`src/rtl/muldiv_sched.sv`:
```
// muldiv_sched: shares one multi-cycle mul/div unit between the two harts.
// Each hart has one request slot. Slots are issued round-robin, one
// operation is in flight at a time, and the result is held in a buffer
// until the writeback port takes it.
module muldiv_sched #(
  parameter int XLEN       = 32,
  parameter int HART_ID_W  = 1,
  parameter int REG_ADDR_W = 5
) (
  input  logic                  clk,
  input  logic                  rst,
  input  logic                  req_valid,
  input  logic [HART_ID_W-1:0]  req_hart,
  input  logic [2:0]            req_op,
  input  logic [XLEN-1:0]       req_a,
  input  logic [XLEN-1:0]       req_b,
  input  logic [REG_ADDR_W-1:0] req_rd,
  output logic                  req_accept,
  output logic [1:0]            hart_stall,
  output logic                  muldiv_start,
  output logic [2:0]            muldiv_op,
  output logic [XLEN-1:0]       muldiv_a,
  output logic [XLEN-1:0]       muldiv_b,
  output logic [HART_ID_W-1:0]  muldiv_hart_id,
  output logic [REG_ADDR_W-1:0] muldiv_rd,
  input  logic                  muldiv_busy,
  input  logic                  muldiv_done,
  input  logic [XLEN-1:0]       muldiv_result,
  input  logic [HART_ID_W-1:0]  muldiv_done_hart_id,
  input  logic [REG_ADDR_W-1:0] muldiv_done_rd,
  output logic                  wb_valid,
  output logic [HART_ID_W-1:0]  wb_hart,
  output logic [REG_ADDR_W-1:0] wb_rd,
  output logic [XLEN-1:0]       wb_data,
  input  logic                  wb_ready,
  output logic                  protocol_err
);

  typedef enum logic [1:0] {SLOT_EMPTY, SLOT_PENDING, SLOT_INFLIGHT} slot_t;
  typedef enum logic [1:0] {ST_IDLE, ST_ISSUE, ST_WAIT, ST_HOLD} state_t;

  state_t                r_state, w_state_next;
  logic                  r_rr_ptr;
  logic                  r_start;
  logic [2:0]            r_mdu_op;
  logic [XLEN-1:0]       r_mdu_a, r_mdu_b;
  logic [HART_ID_W-1:0]  r_mdu_hart;
  logic [REG_ADDR_W-1:0] r_mdu_rd;
  logic                  r_wb_valid;
  logic [HART_ID_W-1:0]  r_wb_hart;
  logic [REG_ADDR_W-1:0] r_wb_rd;
  logic [XLEN-1:0]       r_wb_data;
  logic                  r_err;

  logic [1:0]            w_empty, w_pending, w_accept_h, w_issue_h, w_free_h;
  logic [2:0]            w_slot_op [2];
  logic [XLEN-1:0]       w_slot_a  [2];
  logic [XLEN-1:0]       w_slot_b  [2];
  logic [REG_ADDR_W-1:0] w_slot_rd [2];
  logic                  w_win, w_issue, w_wb_fire, w_done_ok;

  // A freed slot only becomes EMPTY after the handshake edge, so a new
  // request for that hart is accepted one cycle later at the earliest.
  assign req_accept = req_valid && w_empty[req_hart];
  // Round-robin: the pointer hart wins if it has work, else the other one.
  assign w_win      = w_pending[r_rr_ptr] ? r_rr_ptr : ~r_rr_ptr;
  assign w_issue    = (r_state == ST_IDLE) && !muldiv_busy && (|w_pending);
  assign w_wb_fire  = (r_state == ST_HOLD) && wb_ready;
  assign w_done_ok  = (r_state == ST_WAIT) && (muldiv_done_hart_id == r_mdu_hart)
                      && (muldiv_done_rd == r_mdu_rd);

  generate
    for (genvar gi = 0; gi < 2; gi++) begin : g_slot
      slot_t                 r_st;
      logic [2:0]            r_op;
      logic [XLEN-1:0]       r_a, r_b;
      logic [REG_ADDR_W-1:0] r_rd;

      assign w_empty[gi]    = (r_st == SLOT_EMPTY);
      assign w_pending[gi]  = (r_st == SLOT_PENDING);
      assign hart_stall[gi] = (r_st != SLOT_EMPTY);
      assign w_accept_h[gi] = req_accept && (req_hart == HART_ID_W'(gi));
      assign w_issue_h[gi]  = w_issue && (w_win == 1'(gi));
      assign w_free_h[gi]   = w_wb_fire && (r_mdu_hart == HART_ID_W'(gi));
      assign w_slot_op[gi]  = r_op;
      assign w_slot_a[gi]   = r_a;
      assign w_slot_b[gi]   = r_b;
      assign w_slot_rd[gi]  = r_rd;

      // Slot lifecycle: EMPTY -> PENDING -> INFLIGHT -> EMPTY, payload on accept
      always_ff @(posedge clk) begin
        if (rst) begin
          r_st <= SLOT_EMPTY;
          r_op <= '0;
          r_a  <= '0;
          r_b  <= '0;
          r_rd <= '0;
        end else if (w_accept_h[gi]) begin
          r_st <= SLOT_PENDING;
          r_op <= req_op;
          r_a  <= req_a;
          r_b  <= req_b;
          r_rd <= req_rd;
        end else if (w_issue_h[gi]) begin
          r_st <= SLOT_INFLIGHT;
        end else if (w_free_h[gi]) begin
          r_st <= SLOT_EMPTY;
        end
      end
    end
  endgenerate

  // Unit FSM state register
  always_ff @(posedge clk) begin
    if (rst) r_state <= ST_IDLE;
    else     r_state <= w_state_next;
  end

  // Unit FSM next-state: one op at a time, result buffer must drain before reissue
  always_comb begin
    w_state_next = r_state;
    case (r_state)
      ST_IDLE:  if (w_issue) w_state_next = ST_ISSUE;
      ST_ISSUE: w_state_next = ST_WAIT;
      ST_WAIT:  if (muldiv_done) w_state_next = ST_HOLD;
      ST_HOLD:  if (wb_ready) w_state_next = ST_IDLE;
      default:  w_state_next = ST_IDLE;
    endcase
  end

  // Start pulse/operands, result buffer capture and sticky protocol error
  always_ff @(posedge clk) begin
    if (rst) begin
      r_rr_ptr   <= 1'b0;
      r_start    <= 1'b0;
      r_mdu_op   <= '0;
      r_mdu_a    <= '0;
      r_mdu_b    <= '0;
      r_mdu_hart <= '0;
      r_mdu_rd   <= '0;
      r_wb_valid <= 1'b0;
      r_wb_hart  <= '0;
      r_wb_rd    <= '0;
      r_wb_data  <= '0;
      r_err      <= 1'b0;
    end else begin
      r_start <= w_issue;
      if (w_issue) begin
        r_mdu_op   <= w_slot_op[w_win];
        r_mdu_a    <= w_slot_a[w_win];
        r_mdu_b    <= w_slot_b[w_win];
        r_mdu_rd   <= w_slot_rd[w_win];
        r_mdu_hart <= HART_ID_W'(w_win);
        r_rr_ptr   <= ~w_win;
      end
      // A done that does not match the in-flight op is still captured
      if ((r_state == ST_WAIT) && muldiv_done) begin
        r_wb_valid <= 1'b1;
        r_wb_hart  <= muldiv_done_hart_id;
        r_wb_rd    <= muldiv_done_rd;
        r_wb_data  <= muldiv_result;
      end else if (w_wb_fire) begin
        r_wb_valid <= 1'b0;
      end
      if (muldiv_done && !w_done_ok) r_err <= 1'b1;
    end
  end

  assign muldiv_start   = r_start;
  assign muldiv_op      = r_mdu_op;
  assign muldiv_a       = r_mdu_a;
  assign muldiv_b       = r_mdu_b;
  assign muldiv_hart_id = r_mdu_hart;
  assign muldiv_rd      = r_mdu_rd;
  assign wb_valid       = r_wb_valid;
  assign wb_hart        = r_wb_hart;
  assign wb_rd          = r_wb_rd;
  assign wb_data        = r_wb_data;
  assign protocol_err   = r_err;

endmodule
```
`config.mk`:
```
export PLATFORM = sky130hd
export DESIGN_NAME = muldiv_sched
export DESIGN_NICKNAME = d
export VERILOG_FILES = /design/src/rtl/muldiv_sched.sv
export SDC_FILE = /design/constraint.sdc
export NUM_CORES = 1
export LEC_CHECK = 0
export CORE_ASPECT_RATIO = 1.25
export CORE_MARGIN = 2
export CORE_UTILIZATION = 30
export CTS_CLUSTER_SIZE = 20
export DETAILED_ROUTE_END_ITERATION = 10
export SYNTH_ARGS = -nofsm -noshare
export SYNTH_HDL_FRONTEND = slang
export SYNTH_SLANG_ARGS = --single-unit
```
`constraint.sdc`:
```
create_clock -name clk -period 1.8 [get_ports clk]
set_clock_uncertainty 0.05 [all_clocks]
set_input_delay 0.27 -clock clk [delete_from_list [all_inputs] [get_ports clk]]
set_output_delay 0.27 -clock clk [all_outputs]
set_load 0.02 [all_outputs]
```
# After elaboration in Yosys (flattened, before gate mapping)
# Index checks and enable logic that the tools add are counted.
[word_totals]
out_inout_bits = 117
reg_bits = 265
wordCells = 102
input_bits = 117
[op_classes]
n_reduce_logical = 30
n_lt_le_gt_ge = 3
muxes = 29
n_eq_ne = 10
n_bitwise = 5
[ops]
columns = ["cell", "n"]
rows = [
  ["$mux W32", 6],
  ["$mux W5", 3],
  ["$logic_and A1 B1 Y1", 14],
  ["$mux W2", 7],
  ["$reduce_bool A2 Y1", 5],
  ["$mux W1", 9],
  ["$mux W3", 3],
  ["$pmux W2 S4", 1],
  ["$eq A2 B1 Y1 const B", 3],
  ["$logic_not A2 Y1", 3],
  ["$ne A2 B2 Y1 const B", 3],
  ["$reduce_bool A3 Y1", 2],
  ["$reduce_or A2 Y1", 3],
  ["$eq A5 B5 Y1", 1],
  ["$eq A2 B2 Y1 const B", 2],
  ["$lt A1 B2 Y1 const B", 2],
  ["$not A1 Y1", 4],
  ["$reduce_and A3 Y1", 1],
  ["$ge A2 B2 Y1 const B", 1],
  ["$logic_not A1 Y1", 2],
  ["$not A1 Y2", 1],
  ["$eq A1 B1 Y1", 1],
]

# Depth between registers and ports, before layout
[logic_depth]
word_depth = 8
ltp_mapped = 8
ltp_nobuf = 6

# Least setup slack after synthesis
# Ideal clock, no wire load.
[synth_path]
path_type = "flip-flop to flip-flop"
startpoint = "register g_slot[0].r_st[0]"
endpoint = "register g_slot[0].r_op[1]"
setup_time_ns = 0.132
required_time_ns = 1.618
synth_period_minus_slack_ns = 1.610
n_path_buf = 2
arrival_ns = 1.427
stages_incl_launch_ff = 7
slack_ns = 0.190
cell_sequence = "dfxtp_1 > or2_1 > or3b_1 > buf_6 > buf_6 > nand2_1 > a21oi_1"
[synth_via]
elab_chain_len = 5
[synth_rtl]
columns = ["element", "line", "source"]
rows = [
  ["start: declaration", "74", "slot_t r_st;"],
  ["start signal: assignment", "93", "r_st <= SLOT_EMPTY;"],
  ["start signal: assignment", "99", "r_st <= SLOT_PENDING;"],
  ["start signal: assignment", "105", "r_st <= SLOT_INFLIGHT;"],
  ["$logic_not A2 Y1", "79", "assign w_empty[gi] = (r_st == SLOT_EMPTY);"],
  ["$mux W1 (implied by the code) (2 in series)", "64", "assign req_accept = req_valid && w_empty[req_hart];"],
  ["$logic_and A1 B1 Y1", "64", ""],
  ["$logic_and A1 B1 Y1", "82", "assign w_accept_h[gi] = req_accept && (req_hart == HART_ID_W'(gi));"],
  ["end signal: assignment", "100", "r_op <= req_op;"],
  ["end: declaration", "75", "logic [2:0] r_op;"],
]
# Every way passes these cells. The select of a mux whose other input is x is not followed.
# A chain may end at the register's enable or synchronous reset.

# Worst setup path in the final report
[layout_path]
startpoint = "register g_slot[0].r_st[0]"
endpoint = "output req_accept"
[layout_via]
elab_chain_len = 4
[layout_rtl]
columns = ["element", "line", "source"]
rows = [
  ["$logic_not A2 Y1", "79", ""],
  ["$mux W1 (implied by the code) (2 in series)", "64", ""],
  ["$logic_and A1 B1 Y1", "64", ""],
  ["end: declaration", "18", "output logic req_accept,"],
]
# Every way passes these cells. The select of a mux whose other input is x is not followed.

==> key figures <==
Setup path
  • Critical Path End Type: output pin
  • Worst Path Arrival: around 1500 ps
  • Worst r2r path cells: 9
  • Critical Path Fanout Max: 2
  • Reg2Reg Capture Point: muldiv_op[0]
  • Worst R2R Start: r_state[0]
  • Critical path class: register to output pin
  • Worst EP required: roughly 1500 ps
  • Startpoint Class: register
  • R2R Setup Slk: approximately 20 ps

Clocking
  • CTS buffer count: 29
  • CTS clk-pin slew, worst paths: roughly 60 ps
  • CTS tree: yes
  • Cts-stage hold buffer count: 0
  • Root buffer cell: clkbuf_16
  • Worst skew pair latency: ~550 ps
  • Clock buffer depth: 3
  • Num Clock Sinks: between 200 and 300
  • Htree depth: 1

Logic synthesis
  • FF+latch count, synth: 265
  • Synth Cell Area: between 10000 and 15000 µm²
  • Syn Inst Count: between 1000 and 1500
  • Ys Warns: 0
  • Syn Area/Cell: 7.898 µm²
  • Net Count, Synth: 1388
  • Netlist cell types: 32
  • Post-synthesis sequential area ratio: a little over half

Timing
  • Worst slew pin tran: about 570 ps
  • RSZ-0062 raised after global routing: true
  • Final Hold Fails: 0
  • Final setup fails: 1
  • Tmin final: around 1800 ps
  • Min setup slack post-route: -40.32 ps
  • Final period util: 102.2%
  • Slew HR: between 60% and 70%
  • Slew Limit Fails: 0
  • Hold WS: between 200 and 250 ps
  • F_max: around 0.54 GHz

Global routing
  • Grt ovf: 0
  • Initial antenna violation count: 3
  • Total track usage: between 10% and 20%
  • Vias in the first global route: between 8000 and 9000
  • Largest net degree at the start of global routing: 70
  • First-pass GRT wire length: ~48000 µm

Floorplanning
  • IO Pins: ~230
  • Die ar.: 34840 µm²
  • Overall die height: approximately 210 µm
  • Standard-cell rows: 74
  • Initial Utilization: a little under a third
  • Core Area: about 33000 µm²
  • DIE WIDTH: around 170 µm

Outcome
  • Failing checks: DRC, setup timing
  • Status: complete, but fails checks

Place
  • Hpwl dp: ~20000 µm
  • GPL Wtd Cong: ~0.79
  • Port Buf Inserts: around 230

Drt
  • Post-DRT Antenna Nets: 0
  • Drt initial violations: slightly above 500
  • Drc violations: 11
  • Wirelength per Cell: 16.69 µm
  • DRT Wirelength: around 33000 µm
  • Via count: 9479
  • DRT Pass-1 Iters: 8
  • Routed vias/inst: 4.856

Hold path
  • Worst Hold End: wb_data[10]
  • Hold path startpoint: muldiv_result[10]
  • Type of the most critical hold path: input pin to register
  • Hold depth: 3

Cells and area
  • Ratio of cells with drive above 1 in the final layout: about an eighth
  • Nets: about 1600
  • Most frequent cells in the layout: nand2_1, dfxtp_1, a21oi_1, clkdlybuf4s50_1, dlygate4sd2_1
  • Core Util, Final: a little under half
  • Synth-to-layout area growth: 47.66%
  • Most common cell after layout, fill and taps aside: nand2_1
  • Fillers: approximately 3200

Flow run
  • # Max-Cap Violations: 0

Power
  • Pwr dens: about 1000 nW/µm²
  • Static leakage: 5.626 nW
  • Worst VDD drop: around 0.56 mV
==> flip-flops by register name, indices dropped and copies added, names as in the netlist, 2 cells and up <==
name,cells
g_slot.r_a,64
wb_data,32
muldiv_b,32
g_slot.r_b,64
r_state,2
g_slot.r_op,6
muldiv_a,32
wb_rd,5
g_slot.r_rd,10
muldiv_rd,5
muldiv_op,3
g_slot.r_st,4
==> per-layer routing <==
metal | wire length [µm] | up-vias | global-route usage, %
met4 | 1023 | 2 | 6.717
met2 | 16530 | 222 | 31.09
li1 | - | 4698 | -
met1 | 13610 | 4496 | 20.79
met5 | 16 | - | 0
met3 | 1402 | 61 | 2.245
==> cells in the mapped netlist <==
master      n  area share [%]
a211oi_1    2            0.15
a21boi_2    1            0.11
a21oi_1   188             9.4
a21oi_2     1           0.088
a22oi_1     1           0.075
a311oi_1   73             6.4
and2_1      1           0.063
and3_1      2            0.13
buf_1       2           0.075
buf_2      27             1.4
buf_4      21             1.6
buf_6       8            0.90
clkbuf_1   42             1.6
dfxtp_1   265              53
ha_1        4            0.50
inv_1       5            0.19
mux2i_1     2            0.20
nand2_1   513              19
nand2b_1    2            0.13
nand3_1     2            0.10
nor2_1     80             3.0
nor2b_1     4            0.25
nor3_1      3            0.15
nor3b_1     1           0.075
o211ai_1    1           0.075
o21ai_0     4            0.20
o221ai_1    2            0.18
or2_1       1           0.063
or3_1       1           0.063
or3b_1      1           0.088
or3b_2      1           0.088
xor2_1      6            0.53
==> logic make-up (layout without fill, tap and decap cells) <==
family | after synthesis | after routing | synth area share (%)
simple gates | 612 | 612 | 23.43
flops | 265 | 265 | 53.01
mux | 2 | 2 | 0.2001
buf+inv | 105 | 370 | 5.664
other cells | 0 | 2 | 0
fa+ha+maj | 4 | 4 | 0.5001
xor+xnor | 6 | 6 | 0.5251
compound gates | 273 | 273 | 16.67
==> worst max-delay path, cell delays in order, from the launching register on <==
cell and delay, ps:
dfxtp_1 310, or2_4 260, nor2_1 80, a21oi_1 50, nor2b_1 120, buf_4 150
==> report_power, final <==
group,switching [mW],internal (mW)
clock,2.34,3.35
sequential,0.249,6.29
combinational,1.71,1.50
total,4.29,11.1
==> how the worst max path moves through the flow <==
stage	from	end
2_1_floorplan	g_slot[0].r_st[0]	g_slot[0].r_op[1]
3_3_place_gp	req_hart	req_accept
3_5_place_dp	muldiv_busy	muldiv_a[14]
4_1_cts	g_slot[0].r_st[0]	req_accept
5_1_grt	g_slot[0].r_st[0]	req_accept
6_report	g_slot[0].r_st[0]	req_accept
==> timing repair <==
action                                  4_1_cts  5_1_grt
gates cloned                                  5       12
resized for setup                           143       78
buffers inserted                              3       12
endpoints found under the setup margin      185       75
pin swaps                                     2       64
==> stage by stage <==
| stage | power (mW) | setup TNS (ps) | cells | worst slack (ps) | cell area (µm²) |
|---|---|---|---|---|---|
| 2_1_floorplan | 8.035 | 0 | 1267 | 190.4 | 10010 |
| 3_3_place_gp | 9.394 | -7649 | 1872 | -163.0 | 13070 |
| 3_5_place_dp | 9.433 | -11240 | 1872 | -170.7 | 13070 |
| 4_1_cts | 15.18 | -82.05 | 1926 | -82.05 | 14060 |
| 5_1_grt | 16.07 | -862.0 | 1952 | -123.1 | 14780 |
| 6_report | 15.43 | -40.32 | 1952 | -40.32 | 14780 |
==> area by class of cell <==
cell class / instances / area [µm²] / share of cell area [%]
Clock inverter: 3 / 43.79 / 0.2964
Timing Repair Buffer: 319 / 3511 / 23.76
Sequential cell: 265 / 5309 / 35.93
Clock buffer: 43 / 848.3 / 5.741
Antenna cell: 2 / 5.005 / 0.03387
Inverter: 5 / 18.77 / 0.1270
Multi-Input combinational cell: 897 / 4518 / 30.58
Tap cell: 418 / 523.0 / 3.539
Power figures use the tool's default switching activity.
